==> config.mk <==
export PLATFORM = sky130hd
export DESIGN_NAME = mul_issue_ctrl
export DESIGN_NICKNAME = d
export VERILOG_FILES = /design/src/rtl/mul_pkg.sv /design/src/rtl/mul_opnd_ext.sv /design/src/rtl/mul_issue_ctrl.sv
export SDC_FILE = /design/constraint.sdc
export NUM_CORES = 1
export LEC_CHECK = 0
export CAP_MARGIN = 10
export CORE_AREA = 2 2 99 101
export DETAILED_ROUTE_END_ITERATION = 10
export DIE_AREA = 0 0 101 103
export PLACE_DENSITY = 0.82
export SYNTH_ARGS = -nofsm -noshare
export SYNTH_HDL_FRONTEND = slang
export SYNTH_SLANG_ARGS = --single-unit
==> constraint.sdc <==
create_clock -name clk -period 3.07 [get_ports clk]
set_input_delay 0.921 -clock clk [delete_from_list [all_inputs] [get_ports clk]]
set_output_delay 0.921 -clock clk [all_outputs]
set_load 0.005 [all_outputs]
==> src/rtl/mul_pkg.sv <==
// Shared encodings for the multiplier issue controller: M-extension op codes
// and the sequencer state encoding.
// Latency: n/a (declarations only). Backpressure: n/a.
package mul_pkg;

  localparam logic [1:0] MUL_OP_MUL    = 2'd0;
  localparam logic [1:0] MUL_OP_MULH   = 2'd1;
  localparam logic [1:0] MUL_OP_MULHSU = 2'd2;
  localparam logic [1:0] MUL_OP_MULHU  = 2'd3;

  typedef enum logic {
    IDLE      = 1'b0,
    HIGH_WAIT = 1'b1
  } mul_state_e;

endpackage

==> src/rtl/mul_opnd_ext.sv <==
// Operand extension 32->33 bits for the signed 33x33 MAC, chosen per M-op.
// Latency: purely combinational. Backpressure: none (no state).
// Ports: op (M-op code), rs1/rs2 (raw operands), din1/din2 (extended operands).
module mul_opnd_ext
  import mul_pkg::*;
(
  input  logic [1:0]  op,
  input  logic [31:0] rs1,
  input  logic [31:0] rs2,
  output logic [32:0] din1,
  output logic [32:0] din2
);

  logic sgn1;
  logic sgn2;

  // rs1 is signed for everything except MULHU; rs2 only for MUL/MULH.
  assign sgn1 = (op != MUL_OP_MULHU);
  assign sgn2 = (op == MUL_OP_MUL) || (op == MUL_OP_MULH);

  assign din1 = {sgn1 & rs1[31], rs1};
  assign din2 = {sgn2 & rs2[31], rs2};

endmodule

==> src/rtl/mul_issue_ctrl.sv <==
// Sequencer in front of the 33-bit MAC: issues MUL/MULH* ops, captures the
// low word (1 cycle accept->result) or high word (2 cycles), holds one result.
// Backpressure: req_ready drops while busy, paused, flushing or result unread.
// Ports: clk/reset, pause/flush, req_* (dispatch), mac_* (MAC), res_* (writeback).
module mul_issue_ctrl
  import mul_pkg::*;
#(
  parameter int TAGW = 5
) (
  input  logic            clk,
  input  logic            reset,
  input  logic            pause,
  input  logic            flush,
  input  logic            req_valid,
  output logic            req_ready,
  input  logic [1:0]      req_op,
  input  logic [31:0]     req_rs1,
  input  logic [31:0]     req_rs2,
  input  logic [TAGW-1:0] req_tag,
  output logic            mac_pause,
  output logic            mac_mul_en,
  output logic            mac_low,
  output logic            mac_high,
  output logic [32:0]     mac_din1,
  output logic [32:0]     mac_din2,
  input  logic [31:0]     mac_dlout,
  input  logic [31:0]     mac_dhout,
  input  logic            mac_vldout,
  input  logic            mac_vhdout,
  output logic            res_valid,
  input  logic            res_ready,
  output logic [31:0]     res_data,
  output logic [TAGW-1:0] res_tag
);

  mul_state_e      state;
  mul_state_e      state_nxt;
  logic            accept;
  logic            is_mul;
  logic            cap_lo;
  logic            cap_hi;
  logic [32:0]     ext1;
  logic [32:0]     ext2;
  logic [TAGW-1:0] hi_tag;

  assign mac_pause = pause;

  // Gated by reset so no MAC control can leak out while the block is held.
  assign req_ready = reset & !pause & !flush & (state == IDLE) &
                     (!res_valid | res_ready);
  assign accept    = req_valid & req_ready;
  assign is_mul    = (req_op == MUL_OP_MUL);

  mul_opnd_ext u_opnd_ext (
    .op   (req_op),
    .rs1  (req_rs1),
    .rs2  (req_rs2),
    .din1 (ext1),
    .din2 (ext2)
  );

  always_ff @(posedge clk or negedge reset) begin
    if (!reset) state <= IDLE;
    else        state <= state_nxt;
  end

  // MAC controls and operands are only non-zero in the accept cycle; the low
  // word comes back combinationally and is captured on that same edge.
  always_comb begin
    state_nxt  = state;
    mac_mul_en = 1'b0;
    mac_low    = 1'b0;
    mac_high   = 1'b0;
    mac_din1   = '0;
    mac_din2   = '0;
    cap_lo     = 1'b0;
    cap_hi     = 1'b0;
    if (flush) begin
      state_nxt = IDLE;
    end else if (!pause) begin
      case (state)
        IDLE: begin
          if (accept) begin
            mac_mul_en = 1'b1;
            mac_din1   = ext1;
            mac_din2   = ext2;
            if (is_mul) begin
              mac_low = 1'b1;
              cap_lo  = mac_vldout;
            end else begin
              mac_high  = 1'b1;
              state_nxt = HIGH_WAIT;
            end
          end
        end
        HIGH_WAIT: begin
          // Without mac_vhdout we simply wait; that case is a MAC fault.
          if (mac_vhdout) begin
            cap_hi    = 1'b1;
            state_nxt = IDLE;
          end
        end
        default: state_nxt = IDLE;
      endcase
    end
  end

  // Result holding register. Flush beats pause; a capture in the same cycle
  // as a drain overwrites and keeps res_valid high.
  always_ff @(posedge clk or negedge reset) begin
    if (!reset) begin
      res_valid <= 1'b0;
      res_data  <= '0;
      res_tag   <= '0;
      hi_tag    <= '0;
    end else if (flush) begin
      res_valid <= 1'b0;
    end else if (!pause) begin
      if (accept && !is_mul) hi_tag <= req_tag;
      if (cap_lo) begin
        res_valid <= 1'b1;
        res_data  <= mac_dlout;
        res_tag   <= req_tag;
      end else if (cap_hi) begin
        res_valid <= 1'b1;
        res_data  <= mac_dhout;
        res_tag   <= hi_tag;
      end else if (res_valid && res_ready) begin
        res_valid <= 1'b0;
      end
    end
  end

`ifndef SYNTHESIS
  hw_needs_vhd: assert property (@(posedge clk) disable iff (!reset)
    (state == HIGH_WAIT && !pause && !flush) |-> mac_vhdout);
`endif

endmodule

# After elaboration in Yosys (flattened, before gate mapping)

Cells that the tools add are included.

Bits in registers: 44
Bits of input ports: 143

Multiplexer cells: 44
Reduce and logical (&&, ||, !) cells: 13
Bitwise gates (word level): 11
Equal/unequal tests: 3

Operator list:

| operator           | number |
|---|---|
| $mux 33            | 8 |
| $mux 32            | 2 |
| $mux 1             | 31 |
| $mux 5             | 2 |
| $and 1x1->1        | 7 |
| $reduce_and 3->1   | 2 |
| $logic_not 1->1    | 4 |
| $reduce_bool 4->1  | 1 |
| $not 1->1          | 3 |
| $eq 2x1->1 const B | 1 |
| $logic_and 1x1->1  | 2 |
| $logic_not 2->1    | 1 |
| $ne 2x1->1 const B | 1 |
| $ne 2x2->1 const B | 1 |
| $pmux 1 s2         | 1 |
| $reduce_and 2->1   | 1 |
| $reduce_bool 2->1  | 1 |
| $logic_or 1x1->1   | 1 |
| $or 1x1->1         | 1 |

# Logic depth before layout (Yosys ltp)

Gate-level depths: netlist of the first run.

Word-level depth: 13
Depth in mapped cells: 6
Gate-level depth less buffers: 4

# Cells and area by module

From an unflattened synthesis of the first run, not the netlist that was laid out.

Cell total of the unflattened synthesis: 290
Area, all modules: 3120.5 um^2

By module, submodules not included:

| module         | cells an instance | instances | sequential area each (um^2) | area each (um^2) |
|---|---|---|---|---|
| mul_issue_ctrl | 224               | 1         | 1101.1                      | 2622.5 |
| mul_opnd_ext   | 66                | 1         | 0.0                         | 498.0 |

# Least setup slack after synthesis of the first run

No wires, ideal clock.

Kind: input port to output port
Start point: in pause
End point: out mac_din1[0]
Path buffers: 2
Stages: 5
Arrival: 1.821 ns
Slack: 0.328 ns
Cell sequence: nor2_1 > nor4b_4 > buf_2 > clkbuf_1 > and2_1

Cells in the longest elaborated chain, start to end: 10

RTL lines:

| element                  | RTL line             | RTL |
|---|---|---|
| start: declaration       | mul_issue_ctrl.sv:12 | `input logic pause,` |
| $logic_not 1->1          | -                    |  |
| $and 1x1->1 (4 in a row) | mul_issue_ctrl.sv:49 | `assign req_ready = reset & !pause & !flush & (state == IDLE) &` |
| $and 1x1->1              | mul_issue_ctrl.sv:51 | `assign accept = req_valid & req_ready;` |
| $mux 33                  | mul_issue_ctrl.sv:83 | `if (accept) begin` |
| $mux 33                  | mul_issue_ctrl.sv:81 | `case (state)` |
| $mux 33 (*)              | mul_issue_ctrl.sv:80 | `end else if (!pause) begin` |
| $mux 33 (*)              | mul_issue_ctrl.sv:78 | `if (flush) begin` |
| end: declaration         | mul_issue_ctrl.sv:24 | `output logic [32:0] mac_din1,` |

Mark *: on every way between the ends. The rest lies on a longest branch, timed or not.

# Final worst setup path of the first run

Start point: in reset
End point: out mac_din1[30]

Cells in the longest elaborated chain, start to end: 9

RTL lines:

| element                  | RTL line             | RTL |
|---|---|---|
| start: declaration       | mul_issue_ctrl.sv:11 | `input logic reset,` |
| $and 1x1->1 (4 in a row) | mul_issue_ctrl.sv:49 |  |
| $and 1x1->1              | mul_issue_ctrl.sv:51 |  |
| $mux 33                  | mul_issue_ctrl.sv:83 |  |
| $mux 33                  | mul_issue_ctrl.sv:81 |  |
| $mux 33                  | mul_issue_ctrl.sv:80 |  |
| $mux 33                  | mul_issue_ctrl.sv:78 |  |

No other way between the ends.

==> results of run 1 <==
## cells in the final DEF, fill, tap and decap left out, drive strengths merged, types with 2 or more instances in the layout
cell type | netlist | routed
inv | 3 | 3
dfrtp | 44 | 44
o21ai | 2 | 2
nor2b | 2 | 2
clkdlybuf4s50 | 0 | 177
mux2 | 79 | 79
and2 | 63 | 63
dlygate4sd2 | 0 | 4
nor4b | 2 | 2
a21boi | 2 | 2
buf | 10 | 93
nor2 | 2 | 2
clkdlybuf4s15 | 0 | 2
clkbuf | 6 | 15
## worst max-delay path, stage by stage
cell	delay [ps]
buf_8	80
nand2_4	40
nor4b_4	280
buf_4	170
buf_6	110
buf_6	110
buf_6	110
buf_6	90
and2_4	120
buf_6	90
## report_power, final
part / internal, mW / switching, mW / total (mW) / leakage, nW
clock: 0.241 / 0.209 / 0.450 / 0.0541
sequential: 0.677 / 0.0487 / 0.726 / 0.580
combinational: 0.468 / 0.164 / 0.631 / 2.01
## Yosys cell counts, drive strengths merged (2+ instances only)
cell type	count	share of area [%]
clkbuf	6	0.85
and2	63	15
nor2	2	0.28
a21boi	2	0.56
inv	3	0.42
dfrtp	44	41
buf	10	3.5
nor4b	2	1.2
mux2	79	33
o21ai	2	0.52
nor2b	2	0.75
## metal layers
metal,up-vias,wire length (um)
met5,-,0
met4,0,216
met3,16,796
met2,127,6562
met1,1351,3479
li1,1314,-
## what timing repair did
| action | CTS | global route |
|---|---|---|
| gates resized for setup | 287 | 51 |
| gates cloned | 8 | 0 |
| hold buffers | 0 | 0 |
| setup endpoints to repair | 70 | 64 |
| buffers inserted | 23 | 1 |
| pin swaps | 9 | 5 |
## flip-flops by register name, indices dropped and copies added, names as in the netlist
name and count:
hi_tag 5, res_data 32, res_tag 5, res_valid 1
state 1
## final cells by class
class | instances | area [um2] | area share, %
Sequential cell | 44 | 1101 | 19.70
Multi-Input combinational cell | 160 | 1515 | 27.10
Clock inverter | 3 | 42.54 | 0.7610
Timing Repair Buffer | 286 | 2709 | 48.46
Tap cell | 114 | 142.6 | 2.551
Clock buffer | 5 | 68.82 | 1.231
Inverter | 3 | 11.26 | 0.2014
## worst paths after layout
check / slack, ps / to / from
worst max-delay path: 8 / mac_din1[30] / reset
min in group asynchronous: 720 / res_tag[3]$_DFFE_PN0P_ / reset
worst max register to register: 620 / res_data[19]$_DFFE_PN0P_ / state$_DFFE_PN0P_
max in group asynchronous: 1950 / res_data[14]$_DFFE_PN0P_ / reset
worst min-delay path: 520 / hi_tag[0]$_DFFE_PN0P_ / hi_tag[0]$_DFFE_PN0P_
worst min register to register: 520 / hi_tag[0]$_DFFE_PN0P_ / hi_tag[0]$_DFFE_PN0P_
## metrics by stage
step	setup TNS (ps)	power (mW)
CTS	-193.8	1.835
global placement	-40030	1.326
floorplan	0	0.9129
finish	0	1.807
global route	-97.79	1.909
detailed placement	-44530	1.352
## kinds of logic (layout without fill, tap and decap cells)
group                  count (synthesis)  after routing
DFF                                   44             44
buffers and inverters                 19            297
AOI/OAI and AO/OA                      7              7
muxes                                 79             79
and+or+nand+nor                       74             74
==> run metrics, run 1 <==
run status=completed; Setup WS post-layout=7.765 ps; library cell used as clock root buffer=clkbuf_8; xor-xnor portion of the synthesized cell area=0%; start-to-end type of the worst setup path=in -> out; Finished Cell Area=5590 um2; Slew headroom=61.39%; multiplexer share of the synthesized area=33.44%; initial core utilization=28.12%; n_diodes=0; count of TritonRoute iterations in the first routing pass=4; most used flip-flop cell after synthesis=dfrtp_1; Most Used Layer, Global Route=met2; final hold vios=0; total routing usage reported by global routing=19.87%; wire length of the first global-routing pass=15,520 um; Peak supply drop=0.0002581 V; met1 capacity usage during global routing=18.02%; post-synthesis compound-gate area fraction=1.787%; Die X=101 um; Tightest Pin Transition=579.2 ps; cells after synthesis=223; routability cong.=0.7908; number of buffers created by CTS=5; TritonCTS Sinks=44; met2 Use GR=42.62%; DR DRC count=0; # H-tree levels=2; flip-flop and latch count after synthesis=44; post-placement worst setup slack=-662.1 ps; largest net degree at the start of global routing=45; number of enable-type register cells in the synthesized netlist=0; minimum hold slack=517.6 ps; die outline height=103 um; area post-placement=5315 um2; cell area after synthesis=2660 um2; number of different library cells in the post-synthesis netlist=26; minimum period implied by the final worst setup slack=3062 ps; via count of the routed design=2,808; Rows=36; number of cells on the worst reg-to-reg path=11; sort of element at the start of the critical path=input pin; die area=10,400 um2; antenna violations before repair=1; kind of end point of the critical path=primary output; Final Core Density=59.10%; clock tree from TritonCTS=done; placed wire-length estimate after detailed placement=8256 um; post-CTS clock slew at the launch and capture registers of the worst setup and hold paths=90 ps; class of the worst hold path=reg -> reg; number of inserted filler cells in the final layout=790; highest clock rate=0.3266 GHz; leakage power=2.648 nW; remaining global-route overflow=0; Finish-stage setup viols=0; fraction of final layout cells sized beyond drive strength 1=40.92%; arrival time at the worst endpoint=2140 ps; critical path fanouts, max=4; Max Cap Violations=0; RSZ-0062 raised after global routing=yes; Area Growth Syn to Fin=110.2%; # placed instances=582; Clk Latency, worst-skew pair=290 ps; Syn. warnings=0; number of cells on the worst hold path=1; number of I/O port buffers=251; required time of the critical path=2150 ps; share of synthesized cell area in and, or, nand and nor gates=18.63%; drt total wl=11,060 um; Post-layout nets=643; share of async-settable or async-resettable flops after synthesis=100.0%; Mapped Avg Cell Area=11.93 um2; GRT met3 Usage=5.017%; Routed wire per std cell=17.98 um; main combinational cell family by area after synthesis=multiplexers; share of the clock period used by the worst path after layout=99.75%; final worst clock skew=2.933 ps; pwr/cell area=323.2 nW/um2; ports placed on the boundary=252; CORE AREA=9459 um2; count of non-filler cells in the finished layout=615; count of antenna-violating nets left after detailed routing=0; via count of the first global-routing pass=2,867; Via density=4.566; number of pins exceeding their max-slew limit in the final report=0; largest buffer count on any clock path=2; number of nets produced by synthesis=366; sequential share of the synthesized area=41.39%; adder-cell share of the synthesized area=0%; Iteration-0 DRC Markers=33
No activity file was read; power rests on OpenSTA's default activity.
==> inputs of run 2 (changes only) <==
Settings changed: PLACE_DENSITY 0.82 to 0.77.
==> run 2 against run 1 <==
Cell count down 0.33%. Critical path type unchanged. Critical path depth down 2. Largest cell class unchanged. Maximum frequency up 1.7%. Final area down 0.60%. Routed wire length down 8.3%. Core utilization down 0.36 points. Critical endpoint is now mac_din2[19]. Worst hold slack worse by 6.0 ps. Setup slack better by 52 ps. Power up 0.22%.
==> run metrics, run 2 (synthesized netlist as in run 1, its figures left out) <==
ports placed on the boundary=252; Finish-stage setup viols=0; routed length on met2=5761 um; DR DRC count=0; Finished Cell Area=5557 um2; Routed wire per std cell=16.53 um; number of inserted filler cells in the final layout=813; final hold vios=0; source of the worst hold timing path=hi_tag[2]$_DFFE_PN0P_; highest-count cells in the layout ignoring fill and taps=176 x clkdlybuf4s50_1, 62 x mux2_2, 61 x and2_1, 44 x dfrtp_1, 29 x clkbuf_2; Iteration-0 DRC Markers=105; share of the clock period used by the worst path after layout=98.06%; register with the highest flop count=res_data; wire length of the first global-routing pass=14,320 um; CORE AREA=9459 um2; highest metal layer used by the detailed router=met4; largest net degree at the start of global routing=45; Peak supply drop=0.0002233 V; kind of end point of the critical path=primary output; number of flip-flops under the largest register name=32; via count of the routed design=2,770; die outline height=103 um; Critical Path, Cell by Cell=buf_4 -> nand2_4 -> nor4b_4 -> buf_6 -> buf_6 -> buf_16 -> and2_1 -> clkdlybuf4s15_2; number of hold buffers added after CTS=0; highest clock rate=0.3322 GHz; critical path fanouts, max=8; Area Growth Syn to Fin=108.9%; count of non-filler cells in the finished layout=613; post-CTS clock slew at the launch and capture registers of the worst setup and hold paths=100 ps; leakage power=2.563 nW; class of the worst hold path=reg -> reg; TritonCTS Sinks=44; final worst clock skew=14.70 ps; crit-path most repeated cell=buf_6; number of I/O port buffers=251; run status=completed; pwr/cell area=325.9 nW/um2; via count of the first global-routing pass=2,747; number of buffers created by CTS=5; start-to-end type of the worst setup path=in -> out; required time of the critical path=2150 ps; Slew headroom=61.69%; initial core utilization=28.12%; Die X=101 um; total routing usage reported by global routing=18.06%; number of cells on the worst reg-to-reg path=13; number of pins exceeding their max-slew limit in the final report=0; Final Core Density=58.74%; count of TritonRoute iterations in the first routing pass=3; slowest cell on the critical path=nor4b_4; fraction of final layout cells sized beyond drive strength 1=33.67%; clock tree from TritonCTS=done; arrival time at the worst endpoint=2090 ps; # H-tree levels=2; library cell used as clock root buffer=clkbuf_8; placed wire-length estimate after detailed placement=7751 um; post-placement worst setup slack=-706.6 ps; n_diodes=0; sort of element at the start of the critical path=input pin; footprint of the flip-flops and latches=1101 um2; Tightest Pin Transition=574.6 ps; Max Cap Violations=0; routability cong.=0.8296; amount of wire on met3 after detailed routing=805 um; number of cells on the worst hold path=1; Clk Latency, worst-skew pair=300 ps; worst reg2reg endpoint=res_data[2]$_DFFE_PN0P_; die area=10,400 um2; antenna violations before repair=0; drt total wl=10,130 um; reg2reg setup slack=580 ps; Setup WS post-layout=59.68 ps; Critical Path Max Stage Delay=260 ps; count of antenna-violating nets left after detailed routing=0; most frequent standard cell in the layout excluding fill and tap cells=clkdlybuf4s50_1; detailed-routing wirelength on met1=3269 um; Via density=4.519; # placed instances=586; minimum period implied by the final worst setup slack=3010 ps; Post-layout nets=641; multi-input combinational cell area=1471 um2; RSZ-0062 raised after global routing=no; remaining global-route overflow=0; area post-placement=5333 um2; post-route total power=1.811 mW; biggest regs=res_data (32), hi_tag (5), res_tag (5); Rows=36; largest buffer count on any clock path=2; start of the worst register-to-register path=state$_DFFE_PN0P_; terminating pin of the worst hold path=hi_tag[2]$_DFFE_PN0P_
==> run 2: timing repair <==
item                                    CTS  global route
pin swaps                                 3             2
resized for setup                       150            74
buffers inserted                         16             0
endpoints found under the setup margin   70            60
gates cloned                              5             0
==> run 2: cell type report <==
type / instances / share of cell area (%)
Sequential cell: 44 / 19.82
Timing Repair Buffer: 284 / 48.84
Tap cell: 114 / 2.567
Multi-Input combinational cell: 160 / 26.48
Clock buffer: 5 / 1.238
Inverter: 3 / 0.2027
Clock inverter: 3 / 0.8557
==> run 2: how the worst max path moves through the flow <==
stage / start / endpoint / slack, ps / depth (start not counted)
final: req_valid / mac_din2[19] / 60 / 8
after global routing: req_valid / mac_din2[15] / 2 / 8
after global placement: req_valid / mac_din2[1] / -660 / 6
after detailed placement: req_valid / mac_din2[1] / -710 / 6
after CTS: pause / mac_din1[25] / 6 / 7
after floorplan: pause / mac_din1[0] / 330 / 5
==> run 2: per-stage QoR <==
step,setup TNS (ps),hold WS (ps)
3_5_place_dp,-47680,490.9
3_3_place_gp,-42090,481.3
4_1_cts,0,514.0
2_1_floorplan,0,473.6
6_report,0,511.5
5_1_grt,0,525.5
==> run 2: per-layer routing <==
layer	global-route usage, %	vias to the layer above
met4	5.821	0
met2	37.64	133
met3	4.746	18
li1	-	1308
met1	16.79	1311
met5	0	-
==> run 2: where the power goes <==
group	leakage (nW)	switching (mW)	internal [mW]
Sequential	0.580	0.0467	0.677
Clock	0.0583	0.216	0.245
Combinational	1.92	0.161	0.466
Total	2.56	0.423	1.39
==> run 2: worst max-delay path: cells and delay by family <==
kind,cells,cell delay (ps)
and+or+nand+nor,3,430
buffers and inverters,5,730
==> inputs of run 3 (changes only) <==
Settings changed: CTS_BUF_LIST set to sky130_fd_sc_hd__clkbuf_4 sky130_fd_sc_hd__clkbuf_8 sky130_fd_sc_hd__clkbuf_16, SKIP_LAST_GASP set to 1.
==> run 3 against run 2 <==
Register-to-register slack hardly changed. Via count is 0.32% higher. Flip-flop and latch count stayed put. Non-clock buffer count stayed put. Routed wire length is 0.14% higher. Setup slack worse by 19 ps. Combinational power hardly changed. Critical endpoint is now mac_low.
==> run metrics, run 3 (synthesized netlist as in run 1, its figures left out) <==
wire length of the first global-routing pass=14,320 um; footprint of the flip-flops and latches=1101 um2; highest metal layer used by the detailed router=met4; remaining global-route overflow=0; amount of wire on met3 after detailed routing=821 um; count of TritonRoute iterations in the first routing pass=4; initial core utilization=28.12%; start of the worst register-to-register path=state$_DFFE_PN0P_; number of buffers created by CTS=5; source of the worst hold timing path=hi_tag[2]$_DFFE_PN0P_; number of flip-flops under the largest register name=32; register with the highest flop count=res_data; kind of end point of the critical path=primary output; Finish-stage setup viols=0; RSZ-0062 raised after global routing=yes; Post-layout nets=641; # H-tree levels=2; sort of element at the start of the critical path=input pin; fraction of final layout cells sized beyond drive strength 1=33.27%; via count of the first global-routing pass=2,747; start-to-end type of the worst setup path=in -> out; number of I/O port buffers=251; number of pins exceeding their max-slew limit in the final report=0; run status=completed; Routed wire per std cell=16.55 um; Clk Latency, worst-skew pair=300 ps; largest net degree at the start of global routing=45; arrival time at the worst endpoint=2110 ps; # placed instances=586; class of the worst hold path=reg -> reg; final worst clock skew=14.68 ps; total routing usage reported by global routing=18.06%; Setup WS post-layout=40.56 ps; clock tree from TritonCTS=done; Tightest Pin Transition=574.7 ps; Rows=36; number of inserted filler cells in the final layout=811; largest buffer count on any clock path=2; Area Growth Syn to Fin=109.3%; leakage power=2.562 nW; ports placed on the boundary=252; via count of the routed design=2,779; critical path fanouts, max=17; antenna violations before repair=0; number of hold buffers added after CTS=0; Final Core Density=58.85%; most frequent standard cell in the layout excluding fill and tap cells=clkdlybuf4s50_1; Via density=4.533; Max Cap Violations=0; die outline height=103 um; highest clock rate=0.3301 GHz; final hold vios=0; multi-input combinational cell area=1471 um2; CORE AREA=9459 um2; die area=10,400 um2; Iteration-0 DRC Markers=105; post-placement worst setup slack=-706.6 ps; Peak supply drop=0.0002233 V; placed wire-length estimate after detailed placement=7751 um; pwr/cell area=325.4 nW/um2; Slew headroom=61.68%; routability cong.=0.8296; DR DRC count=0; required time of the critical path=2150 ps; n_diodes=0; highest-count cells in the layout ignoring fill and taps=176 x clkdlybuf4s50_1, 62 x mux2_2, 61 x and2_1, 44 x dfrtp_1, 28 x clkbuf_2; count of antenna-violating nets left after detailed routing=0; share of the clock period used by the worst path after layout=98.68%; library cell used as clock root buffer=clkbuf_8; drt total wl=10,150 um; post-route total power=1.811 mW; post-CTS clock slew at the launch and capture registers of the worst setup and hold paths=100 ps; biggest regs=res_data (32), hi_tag (5), res_tag (5); count of non-filler cells in the finished layout=613; routed length on met2=5818 um; detailed-routing wirelength on met1=3260 um; TritonCTS Sinks=44; first element of the critical path=req_valid; Die X=101 um; minimum period implied by the final worst setup slack=3029 ps
run 3: cell count changes in the layout (fill, tap and decap cells not counted), sizes merged:
cell	delta
clkdlybuf4s15	+2
buf	-1
clkbuf	-1
run 3: metal layers:
metal / global-route usage (%) / up-vias
li1: - / 1308
met1: 16.79 / 1319
met2: 37.64 / 136
met3: 4.746 / 16
met4: 5.821 / 0
met5: 0 / -
run 3: layout make-up:
cell class,count,share of cell area (%)
Clock buffer,5,1.236
Inverter,3,0.2023
Timing Repair Buffer,284,48.93
Tap cell,114,2.562
Multi-Input combinational cell,160,26.43
Clock inverter,3,0.8541
Sequential cell,44,19.78
run 3: power breakdown:
part | total, mW | internal, mW | switching [mW]
registers | 0.724 | 0.677 | 0.0470
clock network | 0.461 | 0.245 | 0.216
logic | 0.626 | 0.466 | 0.161
run 3: what timing repair did:
| action | CTS | global route |
|---|---|---|
| pin swaps | 3 | 2 |
| cloned | 5 | 0 |
| hold endpoints to repair | 0 | 0 |
| setup buffers | 16 | 0 |
| resized for setup | 149 | 72 |
| setup endpoints to repair | 70 | 60 |
run 3: worst max-delay path: stages:
cell             delay (ps)
buf_4                   110
nand2_4                  50
nor4b_4                 260
buf_6                   170
buf_12                  120
buf_16                  120
and2_1                  150
clkdlybuf4s15_1         200
run 3: metrics by stage:
stage | instance area [um2] | TNS (ps) | hold slack [ps]
after floorplan | 2660 | 0 | 473.6
after global placement | 5333 | -42090 | 481.3
after detailed placement | 5333 | -47680 | 490.9
after CTS | 5657 | -13.63 | 514.0
after global routing | 5567 | -45.74 | 525.5
final | 5567 | 0 | 511.5
run 3: worst paths after layout:
path                       slack, ps                       end  depth (start not counted)
setup / recovery                  40                   mac_low                          8
hold / removal                   510     hi_tag[2]$_DFFE_PN0P_                          1
setup reg to reg                 580   res_data[2]$_DFFE_PN0P_                         13
hold reg to reg                  510     hi_tag[2]$_DFFE_PN0P_                          1
max in group asynchronous       1950  res_data[20]$_DFFE_PN0P_                          2
min in group asynchronous        720   res_data[1]$_DFFE_PN0P_                          2
